==> src/rtl/fpu_pipe_ctrl.sv <==
// Issue/collect controller for a fixed-latency, non-stallable FPU unit: credit-gated intake,
// valid/tag shadow pipeline, in-order result FIFO. Optional flush port: define FPU_PIPE_FLUSH_EN.
module fpu_pipe_ctrl #(
   parameter int LATENCY = 7,
   parameter int TAG_W   = 5,
   parameter int DEPTH   = 8
) (
   input  logic             clk,
   input  logic             rst,
`ifdef FPU_PIPE_FLUSH_EN
   input  logic             flush,
`endif
   input  logic             in_valid,
   output logic             in_ready,
   input  logic [31:0]      in_x,
   input  logic [TAG_W-1:0] in_tag,
   output logic [31:0]      unit_x,
   input  logic [31:0]      unit_y,
   output logic             out_valid,
   input  logic             out_ready,
   output logic [31:0]      out_y,
   output logic [TAG_W-1:0] out_tag,
   output logic             busy
);

   localparam int PW = (DEPTH > 1) ? $clog2(DEPTH) : 1;
   localparam int CW = $clog2(DEPTH + 1);
   localparam logic [CW-1:0] DEPTH_C  = CW'(DEPTH);
   localparam logic [PW-1:0] LAST_PTR = PW'(DEPTH - 1);

   logic               flush_s;
   logic               fire_s;
   logic               pop_s;
   logic               cap_s;
   logic [LATENCY-1:0] sh_vld_q, sh_vld_d;
   logic [TAG_W-1:0]   sh_tag_q [LATENCY];
   logic [TAG_W-1:0]   sh_tag_d [LATENCY];
   logic [PW-1:0]      wr_ptr_q, wr_ptr_d;
   logic [PW-1:0]      rd_ptr_q, rd_ptr_d;
   logic [CW-1:0]      cnt_q, cnt_d;
   logic [CW-1:0]      occ_q, occ_d;
   logic [31:0]        mem_y_q   [DEPTH];
   logic [TAG_W-1:0]   mem_tag_q [DEPTH];

`ifdef FPU_PIPE_FLUSH_EN
   assign flush_s = flush;
`else
   assign flush_s = 1'b0;
`endif

   // Credits span in-flight ops plus FIFO entries, so a capture always finds a free slot.
   assign unit_x    = in_x;
   assign in_ready  = !rst && !flush_s && (cnt_q < DEPTH_C);
   assign fire_s    = in_valid & in_ready;
   assign out_valid = (occ_q != {CW{1'b0}}) && !flush_s;
   assign pop_s     = out_valid & out_ready;
   assign cap_s     = sh_vld_q[LATENCY-1];
   assign out_y     = mem_y_q[rd_ptr_q];
   assign out_tag   = mem_tag_q[rd_ptr_q];
   assign busy      = (cnt_q != {CW{1'b0}});

   // Shadow pipeline mirrors the unit's fixed latency; it never stalls.
   always_comb begin
      sh_vld_d    = {LATENCY{1'b0}};
      sh_tag_d[0] = in_tag;
      for (int i = 1; i < LATENCY; i++) begin
         sh_tag_d[i] = sh_tag_q[i-1];
      end
      if (!flush_s) begin
         sh_vld_d[0] = fire_s;
         for (int i = 1; i < LATENCY; i++) begin
            sh_vld_d[i] = sh_vld_q[i-1];
         end
      end else begin
         sh_vld_d = {LATENCY{1'b0}};
      end
   end

   always_comb begin
      wr_ptr_d = wr_ptr_q;
      rd_ptr_d = rd_ptr_q;
      cnt_d    = cnt_q;
      occ_d    = occ_q;
      if (flush_s) begin
         wr_ptr_d = {PW{1'b0}};
         rd_ptr_d = {PW{1'b0}};
         cnt_d    = {CW{1'b0}};
         occ_d    = {CW{1'b0}};
      end else begin
         if (cap_s) begin
            wr_ptr_d = (wr_ptr_q == LAST_PTR) ? {PW{1'b0}} : wr_ptr_q + PW'(1);
         end else begin
            wr_ptr_d = wr_ptr_q;
         end
         if (pop_s) begin
            rd_ptr_d = (rd_ptr_q == LAST_PTR) ? {PW{1'b0}} : rd_ptr_q + PW'(1);
         end else begin
            rd_ptr_d = rd_ptr_q;
         end
         case ({fire_s, pop_s})
            2'b10:   cnt_d = cnt_q + CW'(1);
            2'b01:   cnt_d = cnt_q - CW'(1);
            default: cnt_d = cnt_q;
         endcase
         case ({cap_s, pop_s})
            2'b10:   occ_d = occ_q + CW'(1);
            2'b01:   occ_d = occ_q - CW'(1);
            default: occ_d = occ_q;
         endcase
      end
   end

   always_ff @(posedge clk) begin
      if (rst) begin
         sh_vld_q <= {LATENCY{1'b0}};
         for (int i = 0; i < LATENCY; i++) begin
            sh_tag_q[i] <= {TAG_W{1'b0}};
         end
         wr_ptr_q <= {PW{1'b0}};
         rd_ptr_q <= {PW{1'b0}};
         cnt_q    <= {CW{1'b0}};
         occ_q    <= {CW{1'b0}};
      end else begin
         sh_vld_q <= sh_vld_d;
         for (int i = 0; i < LATENCY; i++) begin
            sh_tag_q[i] <= sh_tag_d[i];
         end
         wr_ptr_q <= wr_ptr_d;
         rd_ptr_q <= rd_ptr_d;
         cnt_q    <= cnt_d;
         occ_q    <= occ_d;
      end
   end

   // Result storage; a write landing during reset/flush is harmless since the pointers clear.
   always_ff @(posedge clk) begin
      if (cap_s) begin
         mem_y_q[wr_ptr_q]   <= unit_y;
         mem_tag_q[wr_ptr_q] <= sh_tag_q[LATENCY-1];
      end
   end

endmodule

==> config.mk <==
export PLATFORM = sky130hd
export DESIGN_NAME = fpu_pipe_ctrl
export DESIGN_NICKNAME = d
export VERILOG_FILES = /design/src/rtl/fpu_pipe_ctrl.sv
export SDC_FILE = /design/constraint.sdc
export NUM_CORES = 1
export LEC_CHECK = 0
export ABC_CLOCK_PERIOD_IN_PS = 5410
export CORE_AREA = 2 2 116 203
export DETAILED_ROUTE_END_ITERATION = 16
export DIE_AREA = 0 0 118 205
export PLACE_DENSITY = 0.81
export SYNTH_ARGS = -nofsm -noshare
export SYNTH_HDL_FRONTEND = slang
export SYNTH_SLANG_ARGS = --single-unit
==> constraint.sdc <==
create_clock -name clk -period 5.41 [get_ports clk]
set_input_delay 1.082 -clock clk [delete_from_list [all_inputs] [get_ports clk]]
set_output_delay 1.082 -clock clk [all_outputs]
set_load 0.05 [all_outputs]
==> results.toml, run 1 <==
[routing]
avgRoutedWirePerCell_um = 23.5
drt-initial-drc-count = 462
via_count = 6129
drtPass1Iterations = 5
drcViolationCount = 0
routed_wl_um = 24500
drtAntennaViolNets = 0
avgViaCountPerCell = 5.88

[die]
core-area_sq_mm = 0.0226
fp.dieW_um = 118
start_util_pct = 59.3
die_h_um = 205
io-pin-count = 145
row_count = 73
fp.dieArea_sq_mm = 0.0242

[power_and_ir_drop]
combPwrFrac_pct = 1.9
leakage_nw = 4.85
power.share.clock_pct = 40.6
switching_share_pct = 19.3
p_switching_mw = 0.996
p_seq_share_pct = 57.5
ir_worst_vdd_mv = 0.255
p_int_mw = 4.16
power_density_mw_per_mm2 = 337

[synth]
synth_top_family_by_area = "multiplexers"
ys_ff_latch = 355
syn_area_sq_mm = 0.0134
muxShareOfSynthArea_pct = 16.0
synthCells = 653
synth_edf_count = 296
synth.area.top_cells = "edfxtp_1, mux4_2, dfxtp_1"
synth.net_count = 736
ys_seq_area_share_pct = 75.2
synth.distinct_cells = 30
synth_area_leader_cell = "edfxtp_1"
yosys_warnings = 0
synth-xor-area-share_pct = 0.393
syn_avg_cell_area_sq_um = 20.5
synth-adder-area-share_pct = 0.935
synth_compound_area_share_pct = 0.636
synth_commonest_cells = "edfxtp_1, mux4_2, dfxtp_1, nor2b_1, mux2_2"
async_reset_ff_share_pct = 0
yosysMostFrequentCell = "edfxtp_1"
synth-simple-area-share_pct = 3.68
synth_flop_cell = "edfxtp_1"
synth_top_area_share_pct = 66.4

[cells_and_area]
drive_above_1_share_pct = 25.0
final_cell_area_sq_mm = 0.0153
area.growth.synth_to_final_pct = 14.3
finalNetCount = 799

[worst_setup_path]
endpoint_kind = "primary output"
worst-setup-path-type = "flip-flop to primary output"
cp_data_arrival_time_ns = 3.37
start_kind = "flip-flop"
path_max_fanout = 35
required_ns = 4.33
rr_startpoint = "occ_q[0]$_SDFFE_PP0P_"

[worst_hold_path]
hp-class = "flip-flop to flip-flop"
min_from = "sh_tag_q[1][4]$_SDFF_PP0_"

[job]
max_cap_viol_count = 0

[timing]
fin_tns_setup_ns = 0
setup_viol = 0
rsz0062_at_grt = "false"
max_freq_mhz = 225
period_needed_ns = 4.45
max_slew.worst_pin.slew_ns = 1.06
fin_crit_sh_pct = 82.3
slew_headroom_pct = 29.3
hold_viol_final = 0
fin_skew_ns = 0.0120
drv_slew = 0

[grt]
overflow = 0
grt_pass1_vias = 6683
track_usage_pct = 20.8
antenna_found_initial = 5
grt_max_degree = 75
grt_pass1_wl_um = 37600

[clock_tree]
clock_latency_ns = 0.56
cts_num_sinks = 355
cts_resized = 0
cts_root_buffer = "clkbuf_16"
cts_tree = "built"
clockBufferDepth = 3
h-tree-depth = 1
clkTransAtPathRegs_ns = 0.07
ctsHoldBuffers = 0
cts_setup_buffers = 0
cts_buffers = 29

[placed_design]
place_congestion = 0.692
placed_area_sq_mm = 0.0143
io_buffers = 80
hpwl_um = 13700

[outcome]
status = "finished clean"
power by group through the flow:
stage | combinational [mW] | clock (mW) | sequential [mW]
floorplan | 0.103 | 0 | 3.02
global placement | 0.0920 | 0 | 3.02
detailed placement | 0.0981 | 0 | 3.02
CTS | 0.0990 | 2.14 | 2.96
global route | 0.107 | 2.23 | 2.96
finish | 0.0988 | 2.09 | 2.96
flip-flops by register name, summed over array words and instances (netlist names), named ones only:
name / count
mem_tag_q: 40
cnt_q: 4
occ_q: 4
wr_ptr_q: 3
mem_y_q: 256
sh_tag_q: 35
rd_ptr_q: 3
sh_vld_q: 7
through the flow:
step | std cells | total power [mW] | hold slack, ns | setup WS (ns) | util (%)
6_report | 1042 | 5.15 | 0.439 | 0.960 | 67.8
3_5_place_dp | 985 | 3.12 | 0.425 | 1.48 | 63.5
3_3_place_gp | 985 | 3.11 | 0.419 | 1.54 | 63.5
4_1_cts | 1039 | 5.20 | 0.441 | 0.871 | 67.8
2_1_floorplan | 653 | 3.13 | 0.414 | 1.82 | -
5_1_grt | 1042 | 5.30 | 0.450 | 0.753 | 67.8
routing by layer:
layer  wire [um]  track usage, %  part of all wire [%]  up-vias
li1            -               -                     -     2678
met3        1380            4.12                   5.7       65
met1        8900            23.5                    36     3159
met2       13400            38.0                    55      223
met5          27               0                  0.11        -
met4         747            9.51                   3.1        4
critical path, stage by stage, from the launching register on:
cell and delay, ns:
dfxtp_4 0.81, buf_4 0.42, mux4_2 0.55, mux2_2 0.30
clkdlybuf4s50_1 0.71
path summary, 6_finish.rpt:
check	slack, ns	endpoint	depth (start not counted)
setup / recovery	0.96	out_y[5]	4
hold / removal	0.44	sh_tag_q[2][4]$_SDFF_PP0_	1
setup reg to reg	2.62	occ_q[3]$_SDFFE_PP0P_	8
hold reg to reg	0.44	sh_tag_q[2][4]$_SDFF_PP0_	1
cells in the final DEF (no fill, tap or decap), types with 8 or more instances in the layout:
cell and count:
edfxtp_1 296, ha_1 10, nand2_1 8, clkdlybuf4s50_1 79, nor2_1 9, dfxtp_1 56, nor2b_1 45, a21oi_1 8
buf_4 11, clkinv_2 10, mux4_2 74, clkbuf_16 29, mux2_2 37
final cells by class:
cell class                      instances  area [sq um]
Inverter                                3          11.3
Antenna cell                            3          7.51
Multi-Input combinational cell        235          2960
Tap cell                              300           375
Clock buffer                           31           743
Sequential cell                       355         10100
Timing Repair Buffer                   92           898
Fill cell                            1406          7270
Clock inverter                         23           223
kinds of logic (layout without fill, tap and decap cells):
logic type / count (synthesis) / count (layout)
buffers and inverters: 63 / 149
multiplexers: 117 / 117
AO/OA/AOI/OAI: 16 / 16
AND/OR/NAND/NOR: 86 / 86
other: 0 / 3
adder cells (fa/ha/maj): 10 / 10
flip-flops: 355 / 355
XOR/XNOR: 6 / 6
Note: power is estimated with default switching activity, not from simulation.
==> inputs of run 2 (changes only) <==
- ABC_CLOCK_PERIOD_IN_PS: 5410 -> 3600
- CORE_AREA: 2 2 116 203 -> 2 2 126 220
- DIE_AREA: 0 0 118 205 -> 0 0 128 222
- PLACE_DENSITY: 0.81 -> 0.73
- clock period: 5.41 -> 3.6 ns (I/O delays scaled with it)
==> run 2 against run 1 <==
Effect of this change:
- clock skew up 0.00063 ns
- sequential power grew 50%
- final area is 0.27% higher
- sequential share of layout area down 0.18 points
- largest cell class unchanged
==> results.toml, run 2 (same netlist as run 1, synthesis figures left out) <==
[outcome]
status = "finished clean"

[power_and_ir_drop]
leakage_nw = 4.89
ir_worst_vdd_mv = 0.377
total_power_mw = 7.57
power_density_mw_per_mm2 = 494

[worst_setup_path]
r2r_end = "cnt_q[3]$_SDFFE_PP0P_"
rrSetupSlack_ns = 0.83
cp_data_arrival_time_ns = 2.77
crit_chain = "buf_12 > mux4_2 > mux2_2 > clkdlybuf4s50_1"
cp_slowest_cell = "clkdlybuf4s50_1"
crit_path_end = "out_y[30]"
start_kind = "flip-flop"
worst-setup-path-type = "flip-flop to primary output"
path_max_fanout = 30
rr_startpoint = "occ_q[1]$_SDFFE_PP0P_"
endpoint_kind = "primary output"
worstRegToRegCells = 8
max_stage_delay_ns = 0.74
required_ns = 2.88

[clock_tree]
clockBufferDepth = 3
cts_buffers = 29
cts_resized = 0
cts_tree = "built"
ctsHoldBuffers = 0
cts_num_sinks = 355
cts_root_buffer = "clkbuf_16"
clock_latency_ns = 0.55
clkTransAtPathRegs_ns = 0.07
cts_setup_buffers = 0
h-tree-depth = 1

[cells_and_area]
final_common_cell = "edfxtp_1"
reg_top3 = "mem_y_q (256), mem_tag_q (40), sh_tag_q (35)"
finalNetCount = 806
drive_above_1_share_pct = 26.8
stdcell_count = 1069
area.growth.synth_to_final_pct = 14.6
final_cell_mix = "edfxtp_1, mux4_2, clkdlybuf4s50_1, dfxtp_1, nor2b_1"
diodes = 0
largest_reg_flops = 256
nFillCells = 1942
final_cell_area_sq_mm = 0.0153
registers.top_by_ff_count = "mem_y_q"

[grt]
track_usage_pct = 17.7
antenna_found_initial = 0
grt_pass1_vias = 6573
grt_pass1_wl_um = 37800
overflow = 0
grt_max_degree = 57

[die]
core-area_sq_mm = 0.0265
die_h_um = 222
start_util_pct = 50.5
io-pin-count = 145
row_count = 79
fp.dieArea_sq_mm = 0.0284
fp.dieW_um = 128

[timing]
slew_headroom_pct = 43.5
setup_viol = 0
fin_tns_setup_ns = 0
max_slew.worst_pin.slew_ns = 0.846
hold_viol_final = 0
drv_slew = 0
fin_crit_sh_pct = 97.0
setup_ws_ns = 0.108
fin_skew_ns = 0.0126
max_freq_mhz = 286
rsz0062_at_grt = "false"
period_needed_ns = 3.49

[routing]
routed_wl_um = 24300
drt-initial-drc-count = 505
via_count = 6094
drtPass1Iterations = 4
avgRoutedWirePerCell_um = 22.8
drtAntennaViolNets = 0
avgViaCountPerCell = 5.70
drcViolationCount = 0

[placed_design]
post-place-ws_ns = 0.639
io_buffers = 80
dp_cells = 1016
place_congestion = 0.691
placed_area_sq_mm = 0.0144
hpwl_um = 14400

[job]
max_cap_viol_count = 0

[worst_hold_path]
hp-class = "flip-flop to flip-flop"
run 2: worst max-delay path: cells and delay by family, from the launching register on:
family | cells | cell delay [ns]
multiplexers | 2 | 0.80
buffers and inverters | 2 | 1.00
flip-flops | 1 | 0.40
run 2: worst min-delay path by stage:
stage,from,to,slack [ns],cells after the start
floorplan,sh_tag_q[0][0]$_SDFF_PP0_,sh_tag_q[1][0]$_SDFF_PP0_,0.41,1
global placement,sh_tag_q[0][4]$_SDFF_PP0_,sh_tag_q[1][4]$_SDFF_PP0_,0.42,1
detailed placement,sh_tag_q[0][0]$_SDFF_PP0_,sh_tag_q[1][0]$_SDFF_PP0_,0.43,1
CTS,sh_tag_q[0][0]$_SDFF_PP0_,sh_tag_q[1][0]$_SDFF_PP0_,0.44,1
global route,sh_tag_q[1][3]$_SDFF_PP0_,sh_tag_q[2][3]$_SDFF_PP0_,0.46,1
finish,sh_tag_q[0][0]$_SDFF_PP0_,sh_tag_q[1][0]$_SDFF_PP0_,0.44,1
run 2: where the power goes:
part	leakage [nW]	total [mW]	switching, mW	internal [mW]
clock network	0.435	2.97	1.35	1.62
logic	1.29	0.150	0.0816	0.0680
registers	3.17	4.45	0.00566	4.45
run 2: per-layer routing:
layer | up-vias | track usage [%] | wire [um]
li1 | 2688 | - | -
met1 | 3175 | 21.3 | 9320
met2 | 189 | 31.6 | 13000
met3 | 42 | 3.89 | 1430
met4 | 0 | 5.35 | 572
met5 | - | 0 | 0
run 2: cell type report:
type | count | area, sq um | area share (%)
Timing Repair Buffer | 99 | 988 | 6.45
Inverter | 3 | 11.3 | 0.0734
Tap cell | 324 | 405 | 2.64
Sequential cell | 355 | 10100 | 65.7
Multi-Input combinational cell | 235 | 2960 | 19.3
Clock inverter | 14 | 101 | 0.661
Clock buffer | 39 | 793 | 5.17
run 2: stage by stage:
stage / utilization [%] / hold slack, ns
floorplan: - / 0.414
detailed placement: 54.5 / 0.427
finish: 57.9 / 0.435
global route: 57.9 / 0.455
CTS: 57.9 / 0.443
global placement: 54.5 / 0.417
==> inputs of run 3 (changes only) <==
- CAP_MARGIN: unset -> 25
==> results of run 3 <==
Final layout, timing and power as in run 2 (identical DEF).
